[src/rtl/mips150_mem_pkg.sv]
// Shared types and constants for the MIPS150 block-RAM port arbiter.
package mips150_mem_pkg;

    typedef enum logic [1:0] {
        OWN_NONE = 2'd0,
        OWN_I    = 2'd1,
        OWN_D    = 2'd2
    } owner_t;

    localparam logic [3:0]  WE_NONE    = 4'b0000;
    localparam int unsigned CONFLICT_W = 16;
    localparam int unsigned WAIT_W     = 4;

endpackage

[src/rtl/mips150_sat_counter.sv]
// Saturating up-counter with synchronous clear; clear takes precedence over increment.
module mips150_sat_counter #(
    parameter int unsigned WIDTH = 4,
    parameter int unsigned MAX   = 15
) (
    input  logic             clk,
    input  logic             rst,
    input  logic             i_inc,
    input  logic             i_clr,
    output logic [WIDTH-1:0] o_cnt
);

    localparam logic [WIDTH-1:0] MAX_V = WIDTH'(MAX);

    logic [WIDTH-1:0] r_cnt;

    always_ff @(posedge clk) begin
        if (rst || i_clr) begin
            r_cnt <= '0;
        end else if (i_inc && (r_cnt != MAX_V)) begin
            r_cnt <= r_cnt + WIDTH'(1);
        end
    end

    assign o_cnt = r_cnt;

endmodule

[src/rtl/mips150_mem_arbiter.sv]
// Shares one synchronous block-RAM port between instruction fetch and load/store;
// data wins by default, a wait counter forces a fetch grant after MAX_WAIT denials.
module mips150_mem_arbiter
    import mips150_mem_pkg::*;
#(
    parameter int unsigned ADDR_W   = 12,
    parameter int unsigned DATA_W   = 32,
    parameter int unsigned MAX_WAIT = 4
) (
    input  logic                  clk,
    input  logic                  rst,
    input  logic                  i_req,
    input  logic [ADDR_W-1:0]     i_addr,
    output logic                  i_gnt,
    output logic                  i_rvalid,
    output logic [DATA_W-1:0]     i_rdata,
    input  logic                  d_req,
    input  logic [3:0]            d_we,
    input  logic [ADDR_W-1:0]     d_addr,
    input  logic [DATA_W-1:0]     d_wdata,
    output logic                  d_gnt,
    output logic                  d_rvalid,
    output logic [DATA_W-1:0]     d_rdata,
    output logic                  mem_en,
    output logic [3:0]            mem_we,
    output logic [ADDR_W-1:0]     mem_addr,
    output logic [DATA_W-1:0]     mem_wdata,
    input  logic [DATA_W-1:0]     mem_rdata,
    output logic [CONFLICT_W-1:0] conflict_cnt
);

    logic [WAIT_W-1:0] w_wait_cnt;
    logic              w_fetch_pri;
    logic              w_i_gnt;
    logic              w_d_gnt;
    owner_t            r_owner;

    assign w_fetch_pri = (w_wait_cnt == WAIT_W'(MAX_WAIT));

    // Grant: single requester wins outright; on conflict data wins until fetch has starved.
    always_comb begin
        w_i_gnt = 1'b0;
        w_d_gnt = 1'b0;
        if (!rst) begin
            if (i_req && (!d_req || w_fetch_pri)) begin
                w_i_gnt = 1'b1;
            end else if (d_req) begin
                w_d_gnt = 1'b1;
            end
        end
    end

    always_comb begin
        mem_we    = WE_NONE;
        mem_addr  = '0;
        mem_wdata = '0;
        if (w_i_gnt) begin
            mem_addr  = i_addr;
        end else if (w_d_gnt) begin
            mem_we    = d_we;
            mem_addr  = d_addr;
            mem_wdata = d_wdata;
        end
    end

    // Owner of the read data returning next cycle; stores produce no response.
    always_ff @(posedge clk) begin
        if (rst) begin
            r_owner <= OWN_NONE;
        end else if (w_i_gnt) begin
            r_owner <= OWN_I;
        end else if (w_d_gnt && (d_we == WE_NONE)) begin
            r_owner <= OWN_D;
        end else begin
            r_owner <= OWN_NONE;
        end
    end

    assign mem_en   = w_i_gnt | w_d_gnt;
    assign i_gnt    = w_i_gnt;
    assign d_gnt    = w_d_gnt;
    assign i_rvalid = !rst && (r_owner == OWN_I);
    assign d_rvalid = !rst && (r_owner == OWN_D);
    assign i_rdata  = mem_rdata;
    assign d_rdata  = mem_rdata;

    mips150_sat_counter #(
        .WIDTH (WAIT_W),
        .MAX   (MAX_WAIT)
    ) u_wait_cnt (
        .clk   (clk),
        .rst   (rst),
        .i_inc (i_req & ~w_i_gnt),
        .i_clr (w_i_gnt | ~i_req),
        .o_cnt (w_wait_cnt)
    );

    mips150_sat_counter #(
        .WIDTH (CONFLICT_W),
        .MAX   ((1 << CONFLICT_W) - 1)
    ) u_conflict_cnt (
        .clk   (clk),
        .rst   (rst),
        .i_inc (i_req & d_req),
        .i_clr (1'b0),
        .o_cnt (conflict_cnt)
    );

endmodule

[config.mk]
export PLATFORM = sky130hd
export DESIGN_NAME = mips150_mem_arbiter
export DESIGN_NICKNAME = d
export VERILOG_FILES = /design/src/rtl/mips150_mem_pkg.sv /design/src/rtl/mips150_sat_counter.sv /design/src/rtl/mips150_mem_arbiter.sv
export SDC_FILE = /design/constraint.sdc
export NUM_CORES = 1
export LEC_CHECK = 0
export BUFFER_PORTS_ARGS = -buffer_cell sky130_fd_sc_hd__buf_4
export CAP_MARGIN = 15
export CORE_AREA = 3 3 86 88
export CTS_BUF_LIST = sky130_fd_sc_hd__clkbuf_4 sky130_fd_sc_hd__clkbuf_8
export DETAILED_ROUTE_END_ITERATION = 10
export DIE_AREA = 0 0 89 91
export PLACE_DENSITY = 0.71
export RECOVER_POWER = 50
export SYNTH_ARGS = -nofsm -noshare
export SYNTH_HDL_FRONTEND = slang
export SYNTH_SLANG_ARGS = --single-unit
[constraint.sdc]
create_clock -name clk -period 4 [get_ports clk]
set_clock_uncertainty 0.05 [all_clocks]
set_input_delay 0.8 -clock clk [delete_from_list [all_inputs] [get_ports clk]]
set_output_delay 0.8 -clock clk [all_outputs]
set_load 0.02 [all_outputs]
==> results.py, run 1 <==
metrics = {
    "placed_design": {
        "gp_congestion": 0.858,
        "place_inst": 396,
        "hpwl_mm": 5.82,
        "placedInstanceArea_sq_mm": 0.00257,
        "io_buffers": 132,
    },
    "setup_path": {
        "r2r-end": "u_conflict_cnt.o_cnt[14]",
        "crit_arrival_ps": 2440,
        "start_kind": "register",
        "worstReg2RegStart": "u_conflict_cnt.o_cnt[0]",
        "path_class": "register to output pin",
        "cp-startpoint": "u_wait_cnt.o_cnt[0]",
        "crit_path_max_fanout": 43,
        "endpoint": "mem_addr[1]",
        "required_ps": 3150,
        "reg2regPathDepth": 5,
        "critPathCaptureType": "output pin",
        "r2r_setup_slack_ps": 1890,
    },
    "yosys": {
        "yosys.cell_types.count": 34,
        "ys_warn_count": 0,
        "syn_avg_cell_area_sq_um": 7.67,
        "netlist_area_sq_mm": 0.00196,
        "synthCells": 256,
        "synth-seq-cells": 22,
        "synth-seq-area-share_pct": 22.4,
        "syn-num-nets": 355,
    },
    "cts": {
        "cts-resized-gates": 0,
        "cts_hold_buf": 0,
        "cts_root_buf": "clkbuf_8",
        "clk_pin_slew_ps": 80,
        "cts_buffers": 3,
        "insertion_delay_ps": 270,
        "cts_setup_buffers": 0,
        "htree_num_levels": 1,
        "numClockSinks": 22,
        "cts.path.max_buffers": 2,
        "cts_tree": "yes",
    },
    "sta": {
        "fmax_mhz": 304,
        "grt_setup_unrepaired": "no",
        "setup_viol": 0,
        "fin_crit_ps": 3290,
        "worst_pin_slew_ps": 533,
        "setup-tns-final_ps": 0,
        "finalCritPeriodShare_pct": 82.2,
        "fin_hold_ws_ps": 434,
        "finalMaxSlewViolations": 0,
        "max_slew_margin_pct": 64.1,
        "hold_viol": 0,
    },
    "die": {
        "dieArea_sq_mm": 0.00810,
        "die_h_microns": 91,
        "coreArea_sq_mm": 0.00672,
        "dieWidth_microns": 89,
        "rows": 30,
        "start_util_pct": 29.2,
        "top_level_ports": 229,
    },
    "flow_run": {
        "maxCapViolations": 0,
    },
    "pwr": {
        "p_per_area_mw_per_mm2": 207,
        "ir_drop_mv": 0.117,
        "p_total_uw": 533,
        "p_leak_nw": 1.15,
    },
    "routing": {
        "wirelength_mm": 6.92,
        "first_pass_iters": 4,
        "vias_per_cell": 4.93,
        "ant_nets": 0,
        "vias": 1969,
        "drcViolationCount": 0,
        "wl_per_cell_microns": 17.3,
        "drt-initial-drc-count": 83,
    },
    "layout": {
        "post-route-cell-area_sq_mm": 0.00257,
        "antennaDiodeCount": 0,
        "area_growth_pct": 31.2,
        "layout_commonest_cell": "buf_4",
        "fin_cells": 399,
        "final_cell_mix": "buf_4 (128), and2_1 (37), dfxtp_1 (22)",
        "nets": 420,
        "drive_gt1_share_pct": 42.6,
    },
    "global_route": {
        "antenna_found_initial": 1,
        "grt_max_degree": 44,
        "grt_pass1_wl_mm": 10.2,
        "grt_pass1_vias": 1938,
        "grt_usage_pct": 16.7,
        "grt-ovfl-total": 0,
    },
    "worst_hold_path": {
        "hold_path_class": "register to register",
    },
    "outcome": {
        "status": "finished, final reports clean",
    },
}
-- cells in the mapped netlist --
| cell type | n | area [sq um] |
|---|---|---|
| or2_2 | 2 | 12.5 |
| and3_1 | 1 | 6.26 |
| or4_1 | 7 | 52.6 |
| nor4_1 | 5 | 31.3 |
| a41oi_1 | 1 | 8.76 |
| buf_2 | 2 | 10.0 |
| mux2i_1 | 1 | 10.0 |
| nor2_1 | 11 | 41.3 |
| or3_1 | 5 | 31.3 |
| ha_1 | 3 | 37.5 |
| and2_1 | 37 | 231 |
| nand3_1 | 9 | 45.0 |
| nand2_1 | 7 | 26.3 |
| o21ai_0 | 7 | 35.0 |
| a21oi_1 | 13 | 65.1 |
| buf_4 | 65 | 488 |
| a311oi_1 | 1 | 8.76 |
| inv_1 | 7 | 26.3 |
| nand4_1 | 3 | 18.8 |
| o41ai_1 | 1 | 8.76 |
| dfxtp_1 | 22 | 440 |
| nor2b_1 | 3 | 18.8 |
| nand4_2 | 2 | 25.0 |
| a21boi_0 | 2 | 15.0 |
| a22o_1 | 12 | 105 |
| nor3_1 | 6 | 30.0 |
| o31ai_1 | 6 | 45.0 |
| or3_4 | 1 | 11.3 |
| nor3b_1 | 2 | 15.0 |
| a31oi_1 | 1 | 6.26 |
| o21bai_1 | 1 | 7.51 |
| clkbuf_1 | 8 | 30.0 |
| o2111a_1 | 1 | 11.3 |
| a211oi_1 | 1 | 7.51 |
-- cell families (layout without fill, tap and decap cells) --
| family | after synthesis | after routing | synth area share [%] |
|---|---|---|---|
| fa+ha+maj | 3 | 3 | 1.91 |
| flops | 22 | 22 | 22.4 |
| compound gates | 47 | 47 | 16.5 |
| simple gates | 101 | 101 | 30.4 |
| mux | 1 | 1 | 0.510 |
| buf+inv | 82 | 145 | 28.2 |
-- flip-flops by register name (all words and copies together) (netlist names) --
| register | count |
|---|---|
| u_conflict_cnt.o_cnt | 16 |
| u_wait_cnt.o_cnt | 4 |
| r_owner | 2 |
-- power by group --
part           internal [mW]  leakage (nW)  switching [mW]
Clock                 0.0675        0.0216          0.0756
Sequential             0.221         0.178         0.00186
Combinational         0.0860         0.946          0.0809
-- metrics by stage --
stage,setup WS (ps),utilization (%)
after detailed placement,838,38.2
final,713,38.3
after global placement,874,38.2
after CTS,703,38.8
after global routing,503,38.3
after floorplan,1090,-
-- routing by layer --
layer	GRT usage [%]	part of all wire [%]
met1	19.2	39
met2	25.3	45
met3	10.3	15
met4	5.33	1.8
met5	0	0.29
-- final cells by class --
class | instances | area [sq um]
inverter | 7 | 26.3
fill | 680 | 4140
multi-input combinational | 152 | 980
sequential | 22 | 440
tap | 80 | 100
clock buffer | 3 | 41.3
timing repair buffer | 135 | 987
-- worst max-delay path: stages, from the launching register on --
cell	delay [ps]
dfxtp_1	380
inv_1	60
ha_1	200
nor2b_1	180
a311oi_4	490
buf_4	400
a22o_1	280
buf_4	170
-- how the worst min path moves through the flow --
stage	start	slack [ps]	end	depth (start not counted)
floorplan	u_wait_cnt.o_cnt[0]	380	u_wait_cnt.o_cnt[0]	1
global placement	u_wait_cnt.o_cnt[0]	400	u_wait_cnt.o_cnt[0]	1
detailed placement	u_wait_cnt.o_cnt[0]	420	u_wait_cnt.o_cnt[0]	1
CTS	u_wait_cnt.o_cnt[0]	430	u_wait_cnt.o_cnt[0]	1
global route	u_wait_cnt.o_cnt[0]	480	u_wait_cnt.o_cnt[0]	1
finish	u_wait_cnt.o_cnt[0]	430	u_wait_cnt.o_cnt[0]	1
(Power assumes the default switching activity.)
==> inputs of run 2 (changes only) <==
--- a/config.mk
+++ b/config.mk
@@ -7,11 +7,11 @@
 export LEC_CHECK = 0
 export BUFFER_PORTS_ARGS = -buffer_cell sky130_fd_sc_hd__buf_4
 export CAP_MARGIN = 15
-export CORE_AREA = 3 3 86 88
+export CORE_AREA = 3 3 89 91
 export CTS_BUF_LIST = sky130_fd_sc_hd__clkbuf_4 sky130_fd_sc_hd__clkbuf_8
 export DETAILED_ROUTE_END_ITERATION = 10
-export DIE_AREA = 0 0 89 91
-export PLACE_DENSITY = 0.71
+export DIE_AREA = 0 0 92 94
+export PLACE_DENSITY = 0.67
 export RECOVER_POWER = 50
 export SYNTH_ARGS = -nofsm -noshare
 export SYNTH_HDL_FRONTEND = slang
==> constraint.sdc (replaced) <==
create_clock -name clk -period 3.1 [get_ports clk]
set_clock_uncertainty 0.05 [all_clocks]
set_input_delay 0.62 -clock clk [delete_from_list [all_inputs] [get_ports clk]]
set_output_delay 0.62 -clock clk [all_outputs]
set_load 0.02 [all_outputs]
==> run 2 against run 1 <==
Compared with the run above:
- clock-buffer cell count unchanged
- global-route usage decreased by 0.29 points
- routed wire length increased by 8.2%
- sequential share of layout area decreased by 0.45 points
- critical endpoint is now mem_addr[0]
==> results.py, run 2 (synthesis gave the netlist of run 1 again) <==
metrics = {
    "layout": {
        "final_cell_mix": "buf_4 (129), and2_1 (37), dfxtp_1 (22)",
        "area_growth_pct": 34.7,
        "layout_commonest_cell": "buf_4",
        "largest_reg_flops": 16,
        "drive_gt1_share_pct": 43.3,
        "utilization_pct": 36.7,
        "nets": 421,
    },
    "outcome": {
        "status": "finished, final reports clean",
    },
    "cts": {
        "insertion_delay_ps": 270,
        "cts-resized-gates": 0,
        "cts_hold_buf": 0,
        "cts_root_buf": "clkbuf_8",
        "htree_num_levels": 1,
        "cts.path.max_buffers": 2,
        "cts_buffers": 3,
        "numClockSinks": 22,
        "clk_pin_slew_ps": 80,
        "cts_setup_buffers": 0,
        "cts_tree": "yes",
    },
    "global_route": {
        "grt_pass1_vias": 1923,
        "grt_pass1_wl_mm": 10.8,
        "grt_max_degree": 51,
        "grt_usage_pct": 16.4,
        "grt-ovfl-total": 0,
        "antenna_found_initial": 2,
    },
    "setup_path": {
        "crit_arrival_ps": 2170,
        "cpMaxStageDelayCell": "buf_4",
        "path_cells": "inv_1 -> ha_1 -> nor2b_1 -> a311oi_4 -> buf_4 -> a22o_1 -> buf_4",
        "critPathCaptureType": "output pin",
        "start_kind": "register",
        "crit_path_max_fanout": 50,
        "r2r_setup_slack_ps": 910,
        "crit_path_frequent_cell": "buf_4",
        "path_class": "register to output pin",
        "required_ps": 2430,
        "critical_path.max_stage_delay_ps": 390,
    },
    "die": {
        "dieArea_sq_mm": 0.00865,
        "die_h_microns": 94,
        "coreArea_sq_mm": 0.00721,
        "top_level_ports": 229,
        "rows": 31,
        "start_util_pct": 27.2,
        "dieWidth_microns": 92,
    },
    "sta": {
        "hold_viol": 0,
        "finalMaxSlewViolations": 0,
        "fmax_mhz": 352,
        "grt_setup_unrepaired": "no",
        "worst_pin_slew_ps": 495,
        "setup-tns-final_ps": 0,
        "fin_hold_ws_ps": 432,
        "setup_viol": 0,
        "finalCritPeriodShare_pct": 91.6,
        "fin_ws_ps": 259,
        "fin_crit_ps": 2840,
        "max_slew_margin_pct": 66.7,
    },
    "pwr": {
        "p_leak_nw": 1.17,
        "ir_drop_mv": 0.160,
        "p_per_area_mw_per_mm2": 292,
    },
    "placed_design": {
        "gp_congestion": 0.774,
        "hpwl_mm": 6.35,
        "io_buffers": 132,
        "pre_cts_ws_ps": 491,
    },
    "routing": {
        "first_pass_iters": 4,
        "ant_nets": 0,
        "drcViolationCount": 0,
        "vias_per_cell": 4.71,
        "vias": 1985,
        "wl_per_cell_microns": 17.8,
        "drt-initial-drc-count": 90,
        "wirelength_mm": 7.49,
    },
    "worst_hold_path": {
        "hold_path_class": "register to register",
    },
    "flow_run": {
        "maxCapViolations": 0,
    },
}
==> run 2: per-layer routing <==
layer | part of all wire, % | up-vias | wire length, microns | global-route usage, %
li1 | - | 968 | - | -
met5 | 0.17 | - | 13 | 0
met4 | 0.48 | 2 | 36 | 3.22
met1 | 36 | 903 | 2710 | 17.6
met3 | 15 | 8 | 1130 | 11.2
met2 | 48 | 104 | 3600 | 26.8
==> run 2: through the flow <==
step	std cells	power [mW]	area (sq um)
final	421	0.773	2650
after global routing	421	0.813	2650
after CTS	420	0.788	2670
after detailed placement	416	0.514	2600
after global placement	416	0.512	2600
after floorplan	256	0.503	1960
==> run 2: worst paths after layout <==
path,end,from,depth (start not counted)
worst max register to register,u_conflict_cnt.o_cnt[14],u_conflict_cnt.o_cnt[0],5
worst min-delay path,u_wait_cnt.o_cnt[0],u_wait_cnt.o_cnt[0],1
worst min register to register,u_wait_cnt.o_cnt[0],u_wait_cnt.o_cnt[0],1
worst max-delay path,mem_addr[0],u_wait_cnt.o_cnt[0],7
==> run 2: worst max-delay path: cells and delay by family, from the launching register on <==
family,cells,cell delay [ps]
buffers and inverters,3,610
AOI/OAI and AO/OA,2,530
DFF,1,380
and+or+nand+nor,1,170
adders and majority gates,1,200
==> run 2: report_power, final <==
group	switching, mW	internal (mW)	leakage (nW)
logic	0.105	0.111	0.954
registers	0.00268	0.285	0.178
clock network	0.0971	0.173	0.0357
total	0.204	0.569	1.17
==> run 2: area by class of cell <==
type	instances	area [sq um]
clock inverters	1	30.0
inverters	7	26.3
well taps	99	124
repair buffers	136	995
flip-flops and latches	22	440
multi-input cells	152	986
diodes	1	2.50
fillers	798	4570
clock buffers	3	41.3
